**src/rtl/credit_sequencer.sv**
```systemverilog
// Turns debounced player start requests into a timed coin / gap / start / holdoff
// sequence for the Berzerk core, with the direct coin button ORed into coin_out.
module credit_sequencer #(
  parameter int unsigned DEB_CYC   = 400000,
  parameter int unsigned COIN_CYC  = 2000000,
  parameter int unsigned GAP_CYC   = 4000000,
  parameter int unsigned START_CYC = 2000000,
  parameter int unsigned HOLD_CYC  = 4000000,
  parameter int unsigned CNT_W     = 24
) (
  input  logic clk_sys,
  input  logic reset,
  input  logic req_start1,
  input  logic req_start2,
  input  logic coin_in,
  output logic coin_out,
  output logic start1_out,
  output logic start2_out,
  output logic busy
);

  typedef enum logic [2:0] {IDLE, COIN, GAP, START, HOLD} state_t;

  localparam logic [CNT_W-1:0] DEB_MAX    = CNT_W'(DEB_CYC);
  localparam logic [CNT_W-1:0] DEB_PRE    = CNT_W'(DEB_CYC - 1);
  localparam logic [CNT_W-1:0] COIN_LAST  = CNT_W'(COIN_CYC - 1);
  localparam logic [CNT_W-1:0] GAP_LAST   = CNT_W'(GAP_CYC - 1);
  localparam logic [CNT_W-1:0] START_LAST = CNT_W'(START_CYC - 1);
  localparam logic [CNT_W-1:0] HOLD_LAST  = CNT_W'(HOLD_CYC - 1);

  // bit 0: player 1, bit 1: player 2, bit 2: direct coin
  logic [2:0]       sync_a;
  logic [2:0]       sync_b;
  logic [CNT_W-1:0] deb [2];
  logic [1:0]       press;
  logic [1:0]       pend;
  logic [1:0]       accept;
  logic [1:0]       sel;
  logic [CNT_W-1:0] cnt;
  state_t           state;

  always_ff @(posedge clk_sys) begin
    if (reset) begin
      sync_a <= '0;
      sync_b <= '0;
    end else begin
      sync_a <= {coin_in, req_start2, req_start1};
      sync_b <= sync_a;
    end
  end

  // Counter saturates at DEB_MAX, so a held button yields exactly one press.
  always_ff @(posedge clk_sys) begin
    for (int unsigned i = 0; i < 2; i++) begin
      if (reset || !sync_b[i])
        deb[i] <= '0;
      else if (deb[i] != DEB_MAX)
        deb[i] <= deb[i] + 1'b1;
    end
  end

  always_comb begin
    press = '0;
    for (int unsigned i = 0; i < 2; i++)
      press[i] = sync_b[i] && (deb[i] == DEB_PRE);
  end

  always_comb begin
    accept = '0;
    if (state == IDLE) begin
      if (pend[0])
        accept = 2'b01;
      else if (pend[1])
        accept = 2'b10;
    end
  end

  always_ff @(posedge clk_sys) begin
    if (reset) begin
      state      <= IDLE;
      cnt        <= '0;
      pend       <= '0;
      sel        <= '0;
      coin_out   <= 1'b0;
      start1_out <= 1'b0;
      start2_out <= 1'b0;
      busy       <= 1'b0;
    end else begin
      coin_out   <= (state == COIN) | sync_b[2];
      start1_out <= (state == START) && (sel == 2'd1);
      start2_out <= (state == START) && (sel == 2'd2);
      busy       <= (state != IDLE);
      // A new press landing on the accept cycle stays pending.
      pend       <= press | (pend & ~accept);

      case (state)
        IDLE: begin
          cnt <= '0;
          if (accept[0]) begin
            sel   <= 2'd1;
            state <= COIN;
          end else if (accept[1]) begin
            sel   <= 2'd2;
            state <= COIN;
          end
        end
        COIN: begin
          if (cnt == COIN_LAST) begin
            cnt   <= '0;
            state <= GAP;
          end else begin
            cnt <= cnt + 1'b1;
          end
        end
        GAP: begin
          if (cnt == GAP_LAST) begin
            cnt   <= '0;
            state <= START;
          end else begin
            cnt <= cnt + 1'b1;
          end
        end
        START: begin
          if (cnt == START_LAST) begin
            cnt   <= '0;
            state <= HOLD;
          end else begin
            cnt <= cnt + 1'b1;
          end
        end
        HOLD: begin
          if (cnt == HOLD_LAST) begin
            cnt   <= '0;
            state <= IDLE;
          end else begin
            cnt <= cnt + 1'b1;
          end
        end
        default: begin
          cnt   <= '0;
          state <= IDLE;
        end
      endcase
    end
  end

endmodule

```
**config.mk**
```make
export PLATFORM = sky130hd
export DESIGN_NAME = credit_sequencer
export DESIGN_NICKNAME = d
export VERILOG_FILES = /design/src/rtl/credit_sequencer.sv
export SDC_FILE = /design/constraint.sdc
export NUM_CORES = 1
export LEC_CHECK = 0
export CAP_MARGIN = 20
export CORE_MARGIN = 5
export CORE_UTILIZATION = 25
export DETAILED_ROUTE_END_ITERATION = 8
export PLACE_DENSITY = 0.4
export SLEW_MARGIN = 0
export SYNTH_ARGS = -nofsm -noshare
export SYNTH_HDL_FRONTEND = slang
export SYNTH_SLANG_ARGS = --single-unit
```
**constraint.sdc**
```tcl
create_clock -name clk_sys -period 2.7 [get_ports clk_sys]
set_input_delay 0.405 -clock clk_sys [delete_from_list [all_inputs] [get_ports clk_sys]]
set_output_delay 0.405 -clock clk_sys [all_outputs]
set_load 0.005 [all_outputs]
```
==> results of run 1 <==
-- critical path, delay by kind of cell, from the launching register on --
kind / cells / cell delay, ns
AND/OR/NAND/NOR: 4 / 1.74
flip-flops: 1 / 0.44
-- metrics by stage --
| step | hold slack, ns | worst slack [ns] | cell area (um2) | power [W] | cells |
|---|---|---|---|---|---|
| after floorplan | 0.400 | 0.425 | 4560 | 0.00146 | 478 |
| final | 0.427 | 0.190 | 5210 | 0.00273 | 719 |
| after CTS | 0.433 | 0.172 | 5210 | 0.00280 | 719 |
| after global placement | 0.420 | 0.217 | 4910 | 0.00148 | 704 |
| after detailed placement | 0.419 | 0.206 | 4910 | 0.00148 | 704 |
| after global routing | 0.454 | 0.0301 | 5210 | 0.00284 | 719 |
-- path summary, 6_finish.rpt --
path / from / end / cells after the start
worst max-delay path: deb[1][22]$_SDFFCE_PN0P_ / deb[1][21]$_SDFFCE_PN0P_ / 4
worst min-delay path: sel[0]$_SDFFE_PP0P_ / start2_out$_SDFF_PP0_ / 1
worst max register to register: deb[1][22]$_SDFFCE_PN0P_ / deb[1][21]$_SDFFCE_PN0P_ / 4
worst min register to register: sel[0]$_SDFFE_PP0P_ / start2_out$_SDFF_PP0_ / 1
-- cells in the final DEF (no fill, tap or decap), types with 3 or more instances in the layout --
master / synthesis / routed
sky130_fd_sc_hd__a22oi_1: 9 / 9
sky130_fd_sc_hd__xnor2_1: 24 / 24
sky130_fd_sc_hd__or4_1: 17 / 17
sky130_fd_sc_hd__nor4_1: 12 / 12
sky130_fd_sc_hd__nand2_1: 27 / 27
sky130_fd_sc_hd__edfxtp_1: 48 / 48
sky130_fd_sc_hd__xor2_1: 14 / 14
sky130_fd_sc_hd__a21oi_1: 41 / 41
sky130_fd_sc_hd__nand4_1: 21 / 21
sky130_fd_sc_hd__clkdlybuf4s50_1: 0 / 8
sky130_fd_sc_hd__and3_1: 6 / 6
sky130_fd_sc_hd__nor2_1: 42 / 42
sky130_fd_sc_hd__ha_1: 5 / 5
sky130_fd_sc_hd__or3_1: 19 / 19
sky130_fd_sc_hd__clkbuf_8: 0 / 3
sky130_fd_sc_hd__inv_1: 20 / 20
sky130_fd_sc_hd__and4_1: 5 / 5
sky130_fd_sc_hd__nor2b_1: 7 / 7
sky130_fd_sc_hd__nor3_1: 15 / 15
sky130_fd_sc_hd__nand3_1: 26 / 26
sky130_fd_sc_hd__o31ai_1: 8 / 8
sky130_fd_sc_hd__dfxtp_1: 41 / 41
sky130_fd_sc_hd__clkbuf_16: 0 / 10
sky130_fd_sc_hd__nor4b_1: 4 / 4
sky130_fd_sc_hd__buf_4: 2 / 11
sky130_fd_sc_hd__o21ai_0: 18 / 18
-- logic make-up after synthesis --
logic type,after synthesis,share of synthesized area [%]
XOR/XNOR,38,7.30
AO/OA/AOI/OAI,89,11.5
AND/OR/NAND/NOR,215,26.4
flip-flops,89,49.6
adder cells (fa/ha/maj),5,1.37
buffers and inverters,42,3.81
-- sequential cells by signal (all words and copies together) (netlist names) --
name / count
busy: 1
sync_b: 3
start1_out: 1
cnt: 24
start2_out: 1
sel: 2
deb: 48
state: 3
sync_a: 3
coin_out: 1
pend: 2
-- synth_stat cells (2+ instances only) --
master,count,area (um2)
sky130_fd_sc_hd__nor4b_1,4,35.0
sky130_fd_sc_hd__or4b_2,2,20.0
sky130_fd_sc_hd__nand3_1,26,130
sky130_fd_sc_hd__edfxtp_1,48,1440
sky130_fd_sc_hd__a31o_2,2,17.5
sky130_fd_sc_hd__a21oi_1,41,205
sky130_fd_sc_hd__nand4_1,21,131
sky130_fd_sc_hd__and4_1,5,43.8
sky130_fd_sc_hd__buf_2,7,35.0
sky130_fd_sc_hd__inv_1,20,75.1
sky130_fd_sc_hd__nor3_1,15,75.1
sky130_fd_sc_hd__nand4bb_1,2,22.5
sky130_fd_sc_hd__or4_1,17,128
sky130_fd_sc_hd__nand4_2,2,25.0
sky130_fd_sc_hd__nand2b_1,2,12.5
sky130_fd_sc_hd__o21ai_1,2,10.0
sky130_fd_sc_hd__nor2b_1,7,43.8
sky130_fd_sc_hd__o31ai_1,8,60.1
sky130_fd_sc_hd__nor2_1,42,158
sky130_fd_sc_hd__xor2_1,14,123
sky130_fd_sc_hd__ha_1,5,62.6
sky130_fd_sc_hd__xnor2_1,24,210
sky130_fd_sc_hd__nand2_1,27,101
sky130_fd_sc_hd__a22oi_1,9,67.6
sky130_fd_sc_hd__o21ai_0,18,90.1
sky130_fd_sc_hd__and3_1,6,37.5
sky130_fd_sc_hd__nor4_1,12,75.1
sky130_fd_sc_hd__buf_4,2,15.0
sky130_fd_sc_hd__o41ai_1,2,17.5
sky130_fd_sc_hd__dfxtp_1,41,821
sky130_fd_sc_hd__or3_1,19,119
sky130_fd_sc_hd__clkbuf_1,13,48.8
-- power groups by stage --
stage	sequential (W)	combinational [W]	clock [W]
finish	0.00142	0.0000302	0.00128
global route	0.00142	0.0000338	0.00139
CTS	0.00142	0.0000310	0.00135
detailed placement	0.00145	0.0000308	0
global placement	0.00145	0.0000307	0
floorplan	0.00145	0.0000145	0
-- layout make-up --
type                       count  share of cell area, %
inverter                      20                   1.44
sequential                    89                   43.4
multi-input combinational    347                   40.8
clock buffer                  14                   5.66
clock inverter                 1                  0.120
timing repair buffer          19                   3.12
tap                          229                   5.50
-- metal layers --
layer / up-vias / global-route usage [%]
li1: 1798 / -
met1: 1729 / 13.4
met2: 31 / 15.5
met3: 18 / 1.75
met4: 0 / 4.48
met5: - / 0
==> metrics list, run 1 <==
- Remaining max-slew budget at the tightest pin: 60.8%
- In the routed layout, each cell is associated on average with a via count of 4.97.
- Synth unique cells: between 40 and 50
- TritonCTS built the clock tree.
- After synthesis, the share of flip-flops with an asynchronous set or reset is 0%.
* Category of the most critical setup path: flip-flop to flip-flop
* Yosys synthesis warning count: 0
- The routed design has roughly 10000 um of wire.
- Final Max Tran Viols: 0
- After synthesis, flip-flops and latches occupy 49.6% of the total area.
- Min-Delay Path Class: flip-flop to flip-flop
* Residual DRC: 0
- From synthesis to final layout, the design area changed by 14.3%.
* Critical-path top delay cell: sky130_fd_sc_hd__or4b_2
- The final hold violation count came to 0.
- Endpoint required time on the critical path: 2.71 ns
- The number of gates resized after CTS was 0.
* Routed met1 length: between 5000 and 6000 um
* Length of routed met3 wiring: 203 um
- Detailed Place HPWL: 6870 um
- Share of layout cells above drive strength 1: 7.35%
* Minimum clock period: 2.51 ns
* Internal power: 0.00218 W
- Dividing the detail-routed wire length by the instance count gives 14.2 um.
- Averaged over all synthesized cells, the footprint is 9.54 um2.
* Number of enable-type register cells in the synthesized netlist: 48
* Final Skew: 0.00537 ns
* Leakage power summed over all cells: about 1.5 nW
- Overflow after GRT: 0
- Summed over all nets, the switching power comes to 0.000545 W.
- Post-synthesis instance area: around 4600 um2
- For this run, the leading register cell type out of synthesis is sky130_fd_sc_hd__edfxtp_1.
* Syn_nets: 488
- For this block, the initial DRC count from the detailed router was 198.
* # port buffers: 8
- Count of buffers added by post-CTS timing repair for setup: 0
* N_diodes: 0
- DR top layer: met4
- Of the total power, the share spent switching nets is 20.0%.
* Die height: 145 um
* Setup slack of the worst register-to-register path: 0.19 ns
* Final cycle utilization of the critical path: 93.0%
- VDD sags by at most 267 uV.
- Setup violations remaining at the end of the flow were counted as 0.
- Pin placement for this block handled 9 I/O pins.
- After floorplanning, the core was sized to cover 18000 um2.
- Entering global routing, the biggest net connects 25 pins.
- Die footprint: between 20000 and 25000 um2
- For this run, the top clock speed supported by timing is 0.398 GHz.
* Total area of sequential cells: 2260 um2
* Arrival time reported for the critical path endpoint: 2.52 ns
- Setup repair after global routing missed its margin: false
- Count of clock tree sinks: 89
* Number of buffers added by the clock tree synthesis step: 9
* Critical path startpoint category: flip-flop
- Root Buffer Master: sky130_fd_sc_hd__clkbuf_16
* Footprint of the multi-input gates: 2130 um2
- The first global-routing pass estimated 17700 um of wire.
- In this run, flip-flops and latches consume 52.0% of the power.
* H-tree lvl count: 3
- Hold Buf Count CTS: 0
- Critical path's largest stage delay: ~0.70 ns
- Total number of vias: between 3k and 4k
- The clock network accounts for around 47% of the total power.
* Fraction of the core area covered by cells at the end of the flow: 29.0%
- Critical Path, Cell by Cell: or4b_2, nor4_2, nand4_1, or2_2
* Antenna violation net count after detailed routing: 0
- Combinational share of power: 1.1%
* Total global routing track utilization: 9.93%
- Across the run, the number of max-cap violations was 0.
* First-pass detailed-route iteration total: 4
- RD Place Congestion: 0.726
* Setup tns final: 0 ns
- Power spread over the standard cell area amounts to 523 nW/um2.
* Initial antenna violation count: 0
* Worst-path clk slew: roughly 0.070 ns
- After detailed routing, the met2 layer carries 4620 um of wire.
* Clock latency on the worst-skew pair: ~0.34 ns
- Initial core utilization: 25.4%
* Filler instances: around 1.9k
* Post-synthesis register bit count: about 90
* # rows: 49
- Maximum buffer depth of the clock tree: 2
* Outcome: finished, final reports clean
* Type of destination of the critical path: flip-flop
* Post-synthesis cell count: 478
- In this run the worst path has a maximum fanout of 24.
- The final layout contains between 400 and 500 nets.
* Die width: 145 um
- Transition time of the tightest slew-check pin: 0.587 ns
- Vias in the first global route: 3604
Power figures use the tool's default switching activity.
==> run 2, diff against run 1 <==
--- a/config.mk
+++ b/config.mk
@@ -10,7 +10,7 @@
 export CORE_UTILIZATION = 25
 export DETAILED_ROUTE_END_ITERATION = 8
 export PLACE_DENSITY = 0.4
-export SLEW_MARGIN = 0
+export SETUP_SLACK_MARGIN = 0.15
 export SYNTH_ARGS = -nofsm -noshare
 export SYNTH_HDL_FRONTEND = slang
 export SYNTH_SLANG_ARGS = --single-unit
==> metrics list, run 2 (same netlist as run 1, synthesis figures left out) <==
- The area taken by flip-flops and latches came to 2260 um2 (unchanged).
* Initial core utilization: 25.4% (unchanged)
* Critical path startpoint category: flip-flop
- Clock tree from TritonCTS: yes
* Residual DRC: 0 (unchanged)
- The number of standard-cell rows in the floorplan is 49 (unchanged).
* Largest driver fanout on the critical path: 8 (-67%)
* Leakage power summed over all cells: 1.51 nW (about the same)
- The width of the chip came to 145 um (unchanged).
- The data required time at the worst endpoint came to 2.78 ns (+0.07 ns).
- The final critical delay including setup and external delays is 2.37 ns (-0.139 ns).
- The path with the worst hold slack has its endpoint at start2_out$_SDFF_PP0_.
* Footprint of the multi-input gates: 2130 um2 (+0.18%)
- The total routing usage reported by global routing was 9.93% (unchanged).
- Leading cell type in the layout, fill and taps excluded: sky130_fd_sc_hd__edfxtp_1
- The post-route non-filler standard cell count is 719 (unchanged).
- The net switching fraction of the power was 20.0% (about the same).
- Critical Path, Cell by Cell: or4b_2, nor4_2, a41o_2, buf_4, a21oi_1
- Share of layout cells above drive strength 1: 7.55% (+0.20 points)
- The worst hold path begins at sel[0]$_SDFFE_PP0P_.
- The number of hold buffers added after CTS was 0 (unchanged).
- The total number of clock tree sinks came to 89 (unchanged).
* Area growth from synthesis to final layout: 14.4% (about the same)
- Critical path's largest stage delay: 0.70 ns (about the same)
- The standard cell core area came to 18000 um2 (unchanged).
- Worst-path clk slew: 0.07 ns (about the same)
- The overall die area was 21000 um2 (unchanged).
- The count of buffers inserted at the top-level ports came to 8 (unchanged).
- The number of global-route vias before repair came to 3604 (unchanged).
- The sequential cell fraction of total power came to 52.0% (about the same).
- The routed wirelength normalized by instance count is 14.2 um (-0.12%).
- Count of buffers added by post-CTS timing repair for setup: 0 (unchanged)
* Largest voltage drop on the vdd net: 267 uV (about the same)
* First-pass detailed-route iteration total: 4 (unchanged)
- Power density relative to cell area: 523 nW/um2 (about the same)
* Largest delay contributor family on the critical path: simple AND/OR/NAND/NOR gates
* Capturing point of the worst reg2reg path: deb[1][21]$_SDFFCE_PN0P_
- Post-Place Cells: 704 (unchanged)
- The top achievable clock speed came to 0.422 GHz (+5.9%).
- Reg2Reg Depth: 5 (+1)
- Ranked by flip-flop count, first place goes to deb.
* Transition time of the tightest slew-check pin: 0.514 ns (-0.0735 ns)
- The cell internal power dissipation was 0.00218 W (about the same).
- The maximum buffer depth of the clock tree is 2 (unchanged).
- The number of H-tree levels came to 3 (unchanged).
- Commonest cells after routing, fill and taps aside: 48 x sky130_fd_sc_hd__edfxtp_1, 42 x sky130_fd_sc_hd__nor2_1, 41 x sky130_fd_sc_hd__a21oi_1, 41 x sky130_fd_sc_hd__dfxtp_1, 27 x sky130_fd_sc_hd__nand2_1
- The number of cells on the worst hold path was 1 (unchanged).
* Worst reg2reg startpoint: deb[1][22]$_SDFFCE_PN0P_
- The number of antenna violations at the first check in global routing is 0 (unchanged).
- In this run the worst hold path is classified as flip-flop to flip-flop.
- Net switching power figure: 0.000545 W (about the same)
* Die height: 145 um (unchanged)
- Setup repair after global routing left no endpoint under its margin.
- The sum of net half-perimeters after detailed placement came to 6870 um (unchanged).
- Worst Hold Slack: 0.427 ns (-0.00000200 ns)
- The remaining antenna violation count after routing was 0 (unchanged).
- The global-route wire length before repair was 17700 um (unchanged).
* Iteration-0 DRC count of the detailed router: 194 (-2.0%)
- On the critical path, the stage with the largest delay is an instance of sky130_fd_sc_hd__or4b_2.
- N_diodes: 0 (unchanged)
- The max-slew violation total from the final report came to 0 (unchanged).
- The number of max-cap violations was 0 (unchanged).
- The setup TNS came to 0 ns (unchanged).
- Final number of setup-violating endpoints: 0 (unchanged)
- Outcome: finished, final reports clean
- Final Skew: 0.00537 ns (+0.000000580 ns)
* Number of buffers added by the clock tree synthesis step: 9 (unchanged)
- The net count of the finished layout was 496 (unchanged).
- The filler cell count came to 1888 (-0.053%).
- Clock share of power: 46.9% (about the same)
- Clock latency on the worst-skew pair: 0.34 ns (about the same)
- The part of the power in combinational logic is 1.1% (about the same).
- Number of flip-flops under the largest register name: 48 (unchanged)
- Type of destination of the critical path: flip-flop
* Remaining max-slew budget at the tightest pin: 65.5% (+4.6 points)
- The total vias in the final route was 3568 (-0.22%).
- The cell area after layout came to 5220 um2 (about the same).
- The pin count of the biggest net entering global routing was 25 (unchanged).
- The total wire length came to 10200 um (-0.12%).
* Fraction of the core area covered by cells at the end of the flow: 29.0% (about the same)
- The final RePlAce weighted congestion was 0.726 (unchanged).
* Largest registers: deb (48), cnt (24)
- Top-Level Pins: 9 (unchanged)
- Crit path buf inv count: 1 (+1)
* Final cycle utilization of the critical path: 87.8% (-5.2 points)
- The data arrival at the endpoint of the critical path is 2.45 ns (-0.07 ns).
- The register-to-register setup slack was 0.33 ns (+0.14 ns).
- Root Buffer Master: sky130_fd_sc_hd__clkbuf_16
* Total placed instance area: 4910 um2 (unchanged)
* Category of the most critical setup path: flip-flop to flip-flop
- Final hold viol count: 0 (unchanged)
* Overflow after GRT: 0 (unchanged)
- Post-DR vias/cell: 4.96 (-0.22%)
run 2: repair_timing:
action	in CTS	in global routing
endpoints found under the setup margin	0	43
hold endpoints to repair	0	0
gates resized for setup	0	2
run 2: how the worst max path moves through the flow:
stage | from | endpoint | slack (ns) | cells past startpoint
2_1_floorplan | deb[1][22]$_SDFFCE_PN0P_ | deb[1][0]$_SDFFCE_PN0P_ | 0.42 | 4
3_3_place_gp | deb[1][22]$_SDFFCE_PN0P_ | deb[1][18]$_SDFFCE_PN0P_ | 0.22 | 4
3_5_place_dp | deb[1][22]$_SDFFCE_PN0P_ | deb[1][18]$_SDFFCE_PN0P_ | 0.21 | 4
4_1_cts | deb[1][22]$_SDFFCE_PN0P_ | deb[1][18]$_SDFFCE_PN0P_ | 0.17 | 4
5_1_grt | deb[0][0]$_SDFFCE_PN0P_ | deb[0][18]$_SDFFCE_PN0P_ | 0.15 | 5
6_report | deb[1][22]$_SDFFCE_PN0P_ | deb[1][21]$_SDFFCE_PN0P_ | 0.33 | 5
run 2: area by class of cell:
type,count,area share [%]
inverter,20,1.44
multi-input combinational,347,40.8
sequential,89,43.4
tap,229,5.49
timing repair buffer,19,3.12
clock buffer,14,5.66
clock inverter,1,0.120
run 2: through the flow:
step           worst slack (ns)  total power [W]
2_1_floorplan             0.425          0.00146
3_3_place_gp              0.217          0.00148
3_5_place_dp              0.206          0.00148
4_1_cts                   0.172          0.00280
5_1_grt                   0.151          0.00284
6_report                  0.329          0.00273
run 2: worst reg2reg max path, delay by kind of cell (launching register included):
family | cells | cell delay (ns)
AOI/OAI and AO/OA | 2 | 0.44
buffers and inverters | 1 | 0.19
and+or+nand+nor | 2 | 1.05
DFF | 1 | 0.45
run 2: metal layers:
layer  GRT usage (%)  vias to the layer above  share of wire, %
met3            1.75                       18               1.9
met2            15.5                       25                46
li1                -                     1798                 -
met5               0                        -                 0
met4            4.48                        0               2.3
met1            13.4                     1727                50
run 2: power groups by stage:
stage / logic [W] / registers (W) / clock network, W
final: 0.0000303 / 0.00142 / 0.00128
after global placement: 0.0000307 / 0.00145 / 0
after floorplan: 0.0000145 / 0.00145 / 0
after detailed placement: 0.0000308 / 0.00145 / 0
after global routing: 0.0000339 / 0.00142 / 0.00139
after CTS: 0.0000310 / 0.00142 / 0.00135
